`src/rtl/sprite_compositor_if.sv`:
```
// Signal bundle between the VGA timing generator, the sprite RAMs and the
// palette lookup. The compositor uses the slave view. A driver or bench
// uses the master view.
interface sprite_compositor_if;
    logic [9:0]  DrawX;
    logic [9:0]  DrawY;
    logic        hs_in;
    logic        vs_in;
    logic        blank_in;
    logic [8:0]  char_x;
    logic [7:0]  char_y;
    logic [1:0]  dir;
    logic        move_req;
    logic [18:0] map_read_address;
    logic [12:0] char_read_address;
    logic [7:0]  map_data;
    logic [7:0]  char_data;
    logic [7:0]  pixel_index;
    logic        pixel_valid;
    logic        hs_out;
    logic        vs_out;

    modport slave (
        input  DrawX, DrawY, hs_in, vs_in, blank_in,
        input  char_x, char_y, dir, move_req,
        output map_read_address, char_read_address,
        input  map_data, char_data,
        output pixel_index, pixel_valid, hs_out, vs_out
    );

    modport master (
        output DrawX, DrawY, hs_in, vs_in, blank_in,
        output char_x, char_y, dir, move_req,
        input  map_read_address, char_read_address,
        output map_data, char_data,
        input  pixel_index, pixel_valid, hs_out, vs_out
    );
endinterface

```
`src/rtl/sprite_compositor.sv`:
```
// Sprite compositor: this stage turns the draw coordinate into map and
// character RAM addresses. It then overlays the animated character on the 2x
// scaled map and uses colour-key transparency. The result is a palette index
// that arrives three cycles after the coordinate, together with the delayed
// sync and blank signals.
module sprite_compositor #(
    parameter int         MAP_W       = 320,
    parameter int         CHAR_W      = 16,
    parameter int         CHAR_H      = 20,
    parameter int         ANIM_TICKS  = 8,
    parameter logic [7:0] TRANSPARENT = 8'h00
) (
    input logic                Clk,
    input logic                Reset,
    sprite_compositor_if.slave bus
);
    localparam int CW = (ANIM_TICKS > 1) ? $clog2(ANIM_TICKS) : 1;
    localparam logic [CW-1:0] LAST_TICK = CW'(ANIM_TICKS - 1);

    typedef enum logic [1:0] {STAND, STEP_L, MID, STEP_R} walk_state_t;

    walk_state_t   state, state_next;
    logic [CW-1:0] tick_count, tick_count_next;

    logic        vs_q;
    logic        frame_tick;
    logic [8:0]  cx_s;
    logic [7:0]  cy_s;
    logic [1:0]  dir_s;
    logic [1:0]  pose;
    logic [3:0]  frame;

    logic [8:0]  mx;
    logic [8:0]  my_full;
    logic [7:0]  my;
    logic [8:0]  dx;
    logic [7:0]  dy;
    logic        in_char_next;
    logic [18:0] map_addr_next;
    logic [12:0] char_addr_next;

    logic        in_char_1, in_char_2;
    logic        hs_1, hs_2, vs_1, vs_2, blank_1, blank_2;
    logic        unused_bits;

    assign mx          = bus.DrawX[9:1];
    assign my_full     = bus.DrawY[9:1];
    assign my          = my_full[7:0];
    assign unused_bits = ^{bus.DrawX[0], bus.DrawY[0]};

    // A frame tick is the first cycle in which vs_in reads low after it was high.
    assign frame_tick = vs_q & ~bus.vs_in;

    // The walk state sets the pose. Each facing direction owns three poses.
    always_comb begin
        pose = 2'd0;
        unique case (state)
            STEP_L:  pose = 2'd1;
            STEP_R:  pose = 2'd2;
            default: pose = 2'd0;
        endcase
        frame = 4'(dir_s) * 4'd3 + 4'(pose);
    end

    // Address datapath. An unsigned subtraction pushes any pixel left of or
    // above the sprite out of range.
    always_comb begin
        dx             = mx - cx_s;
        dy             = my - cy_s;
        in_char_next   = (dx < 9'(CHAR_W)) && (dy < 8'(CHAR_H));
        map_addr_next  = 19'(my_full) * 19'(MAP_W) + 19'(mx);
        char_addr_next = 13'(frame) * 13'(CHAR_W * CHAR_H)
                       + 13'(dy) * 13'(CHAR_W) + 13'(dx);
    end

    // Walk FSM next state. STAND moves off at once. Other states move only when
    // the per-pose tick count expires.
    always_comb begin
        state_next      = state;
        tick_count_next = tick_count;
        if (state == STAND) begin
            tick_count_next = '0;
        end
        if (frame_tick) begin
            if (state == STAND) begin
                if (bus.move_req) begin
                    state_next = STEP_L;
                end
            end else if (tick_count == LAST_TICK) begin
                tick_count_next = '0;
                if (!bus.move_req) begin
                    state_next = STAND;
                end else begin
                    unique case (state)
                        STEP_L:  state_next = MID;
                        MID:     state_next = STEP_R;
                        default: state_next = STAND;
                    endcase
                end
            end else begin
                tick_count_next = tick_count + 1'b1;
            end
        end
    end

    // Once per frame, update the shadow position and walk state so that a sprite never tears mid-frame.
    always_ff @(posedge Clk or posedge Reset) begin
        if (Reset) begin
            vs_q       <= 1'b1;
            state      <= STAND;
            tick_count <= '0;
            cx_s       <= '0;
            cy_s       <= '0;
            dir_s      <= '0;
        end else begin
            vs_q       <= bus.vs_in;
            state      <= state_next;
            tick_count <= tick_count_next;
            if (frame_tick) begin
                cx_s  <= bus.char_x;
                cy_s  <= bus.char_y;
                dir_s <= bus.dir;
            end
        end
    end

    // Stages 1 and 2: register the RAM addresses, then carry in_char and sync/blank while the RAMs read.
    always_ff @(posedge Clk or posedge Reset) begin
        if (Reset) begin
            bus.map_read_address  <= '0;
            bus.char_read_address <= '0;
            in_char_1             <= 1'b0;
            in_char_2             <= 1'b0;
            hs_1                  <= 1'b1;
            hs_2                  <= 1'b1;
            vs_1                  <= 1'b1;
            vs_2                  <= 1'b1;
            blank_1               <= 1'b0;
            blank_2               <= 1'b0;
        end else begin
            bus.map_read_address  <= map_addr_next;
            bus.char_read_address <= in_char_next ? char_addr_next : '0;
            in_char_1             <= in_char_next;
            in_char_2             <= in_char_1;
            hs_1                  <= bus.hs_in;
            hs_2                  <= hs_1;
            vs_1                  <= bus.vs_in;
            vs_2                  <= vs_1;
            blank_1               <= bus.blank_in;
            blank_2               <= blank_1;
        end
    end

    // Stage 3: overlay the character on the map, blank outside active video, and drive the delayed syncs.
    always_ff @(posedge Clk or posedge Reset) begin
        if (Reset) begin
            bus.pixel_index <= '0;
            bus.pixel_valid <= 1'b0;
            bus.hs_out      <= 1'b1;
            bus.vs_out      <= 1'b1;
        end else begin
            if (!blank_2) begin
                bus.pixel_index <= '0;
            end else if (in_char_2 && (bus.char_data != TRANSPARENT)) begin
                bus.pixel_index <= bus.char_data;
            end else begin
                bus.pixel_index <= bus.map_data;
            end
            bus.pixel_valid <= blank_2;
            bus.hs_out      <= hs_2;
            bus.vs_out      <= vs_2;
        end
    end
endmodule

```
`src/flat_wrapper.sv`:
```
// flat-port wrapper written by rule: the top's interface ports become plain ports
module sprite_compositor_flat 
#(
    parameter int         MAP_W       = 320,
    parameter int         CHAR_W      = 16,
    parameter int         CHAR_H      = 20,
    parameter int         ANIM_TICKS  = 8,
    parameter logic [7:0] TRANSPARENT = 8'h00
)
  (Clk, Reset, bus_DrawX, bus_DrawY, bus_hs_in, bus_vs_in, bus_blank_in, bus_char_x, bus_char_y, bus_dir, bus_move_req, bus_map_read_address, bus_char_read_address, bus_map_data, bus_char_data, bus_pixel_index, bus_pixel_valid, bus_hs_out, bus_vs_out);
  sprite_compositor_if bus_i ();
  input logic Clk;
  input logic Reset;
  input wire logic [$bits(bus_i.DrawX)-1:0] bus_DrawX;
  input wire logic [$bits(bus_i.DrawY)-1:0] bus_DrawY;
  input wire logic [$bits(bus_i.hs_in)-1:0] bus_hs_in;
  input wire logic [$bits(bus_i.vs_in)-1:0] bus_vs_in;
  input wire logic [$bits(bus_i.blank_in)-1:0] bus_blank_in;
  input wire logic [$bits(bus_i.char_x)-1:0] bus_char_x;
  input wire logic [$bits(bus_i.char_y)-1:0] bus_char_y;
  input wire logic [$bits(bus_i.dir)-1:0] bus_dir;
  input wire logic [$bits(bus_i.move_req)-1:0] bus_move_req;
  output wire logic [$bits(bus_i.map_read_address)-1:0] bus_map_read_address;
  output wire logic [$bits(bus_i.char_read_address)-1:0] bus_char_read_address;
  input wire logic [$bits(bus_i.map_data)-1:0] bus_map_data;
  input wire logic [$bits(bus_i.char_data)-1:0] bus_char_data;
  output wire logic [$bits(bus_i.pixel_index)-1:0] bus_pixel_index;
  output wire logic [$bits(bus_i.pixel_valid)-1:0] bus_pixel_valid;
  output wire logic [$bits(bus_i.hs_out)-1:0] bus_hs_out;
  output wire logic [$bits(bus_i.vs_out)-1:0] bus_vs_out;
  assign bus_i.DrawX = bus_DrawX;
  assign bus_i.DrawY = bus_DrawY;
  assign bus_i.hs_in = bus_hs_in;
  assign bus_i.vs_in = bus_vs_in;
  assign bus_i.blank_in = bus_blank_in;
  assign bus_i.char_x = bus_char_x;
  assign bus_i.char_y = bus_char_y;
  assign bus_i.dir = bus_dir;
  assign bus_i.move_req = bus_move_req;
  assign bus_map_read_address = bus_i.map_read_address;
  assign bus_char_read_address = bus_i.char_read_address;
  assign bus_i.map_data = bus_map_data;
  assign bus_i.char_data = bus_char_data;
  assign bus_pixel_index = bus_i.pixel_index;
  assign bus_pixel_valid = bus_i.pixel_valid;
  assign bus_hs_out = bus_i.hs_out;
  assign bus_vs_out = bus_i.vs_out;
  sprite_compositor #(.MAP_W(MAP_W), .CHAR_W(CHAR_W), .CHAR_H(CHAR_H), .ANIM_TICKS(ANIM_TICKS), .TRANSPARENT(TRANSPARENT)) u_core (.Clk(Clk), .Reset(Reset), .bus(bus_i));
endmodule
```
`config.mk`:
```
export PLATFORM = sky130hd
export DESIGN_NAME = sprite_compositor_flat
export DESIGN_NICKNAME = d
export VERILOG_FILES = /design/src/rtl/sprite_compositor_if.sv /design/src/rtl/sprite_compositor.sv /design/src/flat_wrapper.sv
export SDC_FILE = /design/constraint.sdc
export NUM_CORES = 1
export LEC_CHECK = 0
export ABC_AREA = 1
export BUFFER_PORTS_ARGS = -buffer_cell sky130_fd_sc_hd__buf_2
export CAP_MARGIN = 20
export CORE_UTILIZATION = 45
export CTS_CLUSTER_SIZE = 24
export DETAILED_ROUTE_END_ITERATION = 10
export PLACE_DENSITY = 0.69
export SLEW_MARGIN = 5
export SYNTH_ARGS = -nofsm -noshare
export SYNTH_HDL_FRONTEND = slang
export SYNTH_SLANG_ARGS = --single-unit
```
`constraint.sdc`:
```
create_clock -name Clk -period 4.67 [get_ports Clk]
set_input_delay 0.7005 -clock Clk [delete_from_list [all_inputs] [get_ports Clk]]
set_output_delay 0.7005 -clock Clk [all_outputs]
set_load 0.02 [all_outputs]
```
==> impl_metrics.csv <==
group,metric,value,unit
power,irDropWorstVdd,262,uV
floorplanning,fp.dieH,103,um
worst_setup_path,slowest_stage,"fa_1",
synth,mappedNetlistArea,4630,um2
cts,clk_latency,0.35,ns
power,p_leak,0.00315,uW
cts,post_cts_buffers,0,
floorplanning,die-area,10700,um2
synth,async_flop_share,100,%
sta,fin_crit,4.05,ns
grt,grt.overflow.total,0,
sta,hold_viol,0,
placed_design,gp_congestion,0.837,
sta,rsz0062_at_grt,"false",
routing,wl,8.82,mm
job,drv_cap,0,
worst_setup_path,worstPathMaxFanout,4,
power,cellPowerDensity,495,nW/um2
synth,synth_common_cells,"119 x nand2_1, 98 x inv_1, 69 x dfrtp_1",
synth,synth_top_area_cell,"dfrtp_1",
floorplanning,coreArea,9860,um2
sta,setup_violations,0,
worst_setup_path,crit_arrival,4.28,ns
sta,period_share,86.7,%
sta,timing.hold.ws,0.343,ns
routing,drt_iter0_drc,49,
grt,grt_pass1_wl,15.2,mm
routing,vias,3649,
synth,syn_area_per_cell,8.70,um2
worst_setup_path,path_common_cell,"ha_1",
synth,syn_nets,660,
synth,ys.flop_type,"dfrtp_1",
worst_setup_path,max_stage_delay,0.49,ns
cts,clk_pin_slew,0.08,ns
sta,worst_pin_slew,0.934,ns
sta,fmax,247,MHz
worst_setup_path,cpLargestDelayFamily,"adder cells",
sta,finClkSkew,0.0120,ns
layout,antenna_cells,0,
routing,drt_pass1_iterations,4,
routing,wl_per_cell,11.3,um
synth,ys_seq_elements,75,
floorplanning,initial_core_util,46.9,%
status,status,"complete, no violations",
layout,finalNetCount,769,
sta,drv_slew,0,
synth,synth-edff-count,0,
worst_setup_path,start_kind,"flop",
cts,postCtsResizedCells,0,
synth,ys_types,35,
grt,antenna_found_initial,0,
routing,ant_nets,0,
grt,grt_use_total,18.5,%
sta,tns,0,ns
worst_setup_path,critical_path_required,4.90,ns
grt,first_global_vias,3572,
routing,drc,0,
cts,ctsHoldBuffers,0,
placed_design,dp_hpwl,7.11,mm
layout,syn2layout_area_growth,18.6,%
layout,drive_gt1_share,22.8,%
placed_design,io_buffers,101,
cts,htree_levels,3,
placed_design,dp_slack,0.605,ns
worst_setup_path,crit_type,"reg -> reg",
grt,grt_max_degree,49,
synth,synthTopCellsByArea,"dfrtp_1 37%, ha_1 15%, nand2_1 9.7%, inv_1 8.0%, fa_1 4.8%",
worst_setup_path,path_cells,"ha_1 -> fa_1 -> ha_1 -> inv_1 -> fa_1 -> inv_1 -> ha_1 -> ha_1 -> fa_1 -> xnor2_1 -> ha_1 -> ha_1 -> a21oi_1 -> nand3_1 -> xor2_1 -> nor2_1",
cts,clkSinkCount,75,
cts,ctsRootBufferMaster,"clkbuf_8",
synth,synthCells,532,
floorplanning,die_w,103,um
cts,clk_path_buf_depth,2,
floorplanning,rows,36,
synth,ys_seq_area_share,40.7,%
synth,synth_top_cell_area_share,37.3,%
sta,relSlewSlack,37.6,%
floorplanning,io_pins,104,
worst_setup_path,path_buf_inv,2,
synth,synth.most_common_cell,"nand2_1",
cts,numCtsBuffers,9,
synth,ys_warn_count,0,
sta,setup_ws,0.621,ns
worst_setup_path,worstSetupEndpointType,"flop",
min_path,hold_class,"reg -> reg",
cts,tritoncts,"built",
routing,routed_via_density,4.68,
## worst paths after layout
check,startpoint,end,slack (ns),depth (start not counted)
min in group asynchronous,Reset,u_core.bus.map_read_address[18],0.56,2
setup reg to reg,u_core.state[0],u_core.bus.char_read_address[12],0.62,16
max in group asynchronous,Reset,u_core.tick_count[0],3.18,3
setup / recovery,u_core.state[0],u_core.bus.char_read_address[12],0.62,16
hold / removal,u_core.in_char_1,u_core.in_char_2,0.34,0
hold reg to reg,u_core.in_char_1,u_core.in_char_2,0.34,0
## layout by cell type, fill, tap and decap left out, drive strengths merged, types with 3 or more instances in the layout
cell and instances:
a21oi 20, buf 103, clkbuf 9, clkinv 4, dfrtp 69, dfstp 6
fa 11, ha 56, inv 100, nand2 121, nand3 31, nand4 4
nor2 45, o21ai 28, or2 3, xnor2 10, xor2 15
## where the power goes
group          internal [uW]  total (uW)  switching (uW)
Clock                    250         501             251
Sequential               725         757            31.9
Combinational            587        1460             869
## stage by stage
step	power (uW)	cells	instance area [um2]	utilization (%)
2_1_floorplan	1940	532	4630	-
3_3_place_gp	2180	763	5290	53.6
3_5_place_dp	2240	763	5290	53.6
4_1_cts	2760	779	5490	55.6
5_1_grt	3000	779	5490	55.6
6_report	2710	779	5490	55.6
## area by class of cell
type / count / area [um2]
Fill cell: 918 / 4380
Multi-Input combinational cell: 354 / 2350
Sequential cell: 75 / 1880
Timing Repair Buffer: 103 / 520
Inverter: 98 / 368
Tap cell: 133 / 166
Clock buffer: 9 / 124
Clock inverter: 7 / 75.1
## flip-flops by register name, summed over array words and instances (netlist names)
name	count
u_core.bus.pixel_valid	1
u_core.bus.pixel_index	8
u_core.vs_2	1
u_core.hs_2	1
u_core.bus.map_read_address	19
u_core.dir_s	2
u_core.bus.char_read_address	13
u_core.cy_s	8
u_core.in_char_1	1
u_core.vs_q	1
u_core.in_char_2	1
u_core.cx_s	9
u_core.tick_count	3
u_core.blank_1	1
u_core.state	2
u_core.hs_1	1
u_core.blank_2	1
u_core.bus.vs_out	1
u_core.bus.hs_out	1
## worst register-to-register path: stages (launching register included)
cell and delay [ns]:
dfrtp_1 0.42, ha_1 0.22, fa_1 0.49, ha_1 0.14, inv_1 0.04, fa_1 0.47, inv_1 0.08, ha_1 0.21
ha_1 0.21, fa_1 0.39, xnor2_1 0.14, ha_1 0.30, ha_1 0.35, a21oi_1 0.16, nand3_1 0.10, xor2_1 0.14
nor2_1 0.06
## logic make-up after synthesis
family,count (synthesis),share of synthesized area (%)
AO/OA/AOI/OAI,51,5.79
XOR/XNOR,25,4.89
adder cells (fa/ha/maj),67,19.9
buffers and inverters,103,8.54
flip-flops,75,40.7
other,1,0.0810
AND/OR/NAND/NOR,210,20.1
## per-layer routing
layer / vias to the layer above / track usage (%) / part of all wire (%)
li1: 1875 / - / -
met1: 1666 / 22.2 / 45
met2: 97 / 33.2 / 48
met3: 11 / 3.97 / 5.5
met4: 0 / 5.53 / 1.2
met5: - / 0 / 0
No activity file was read; power rests on OpenSTA's default activity.
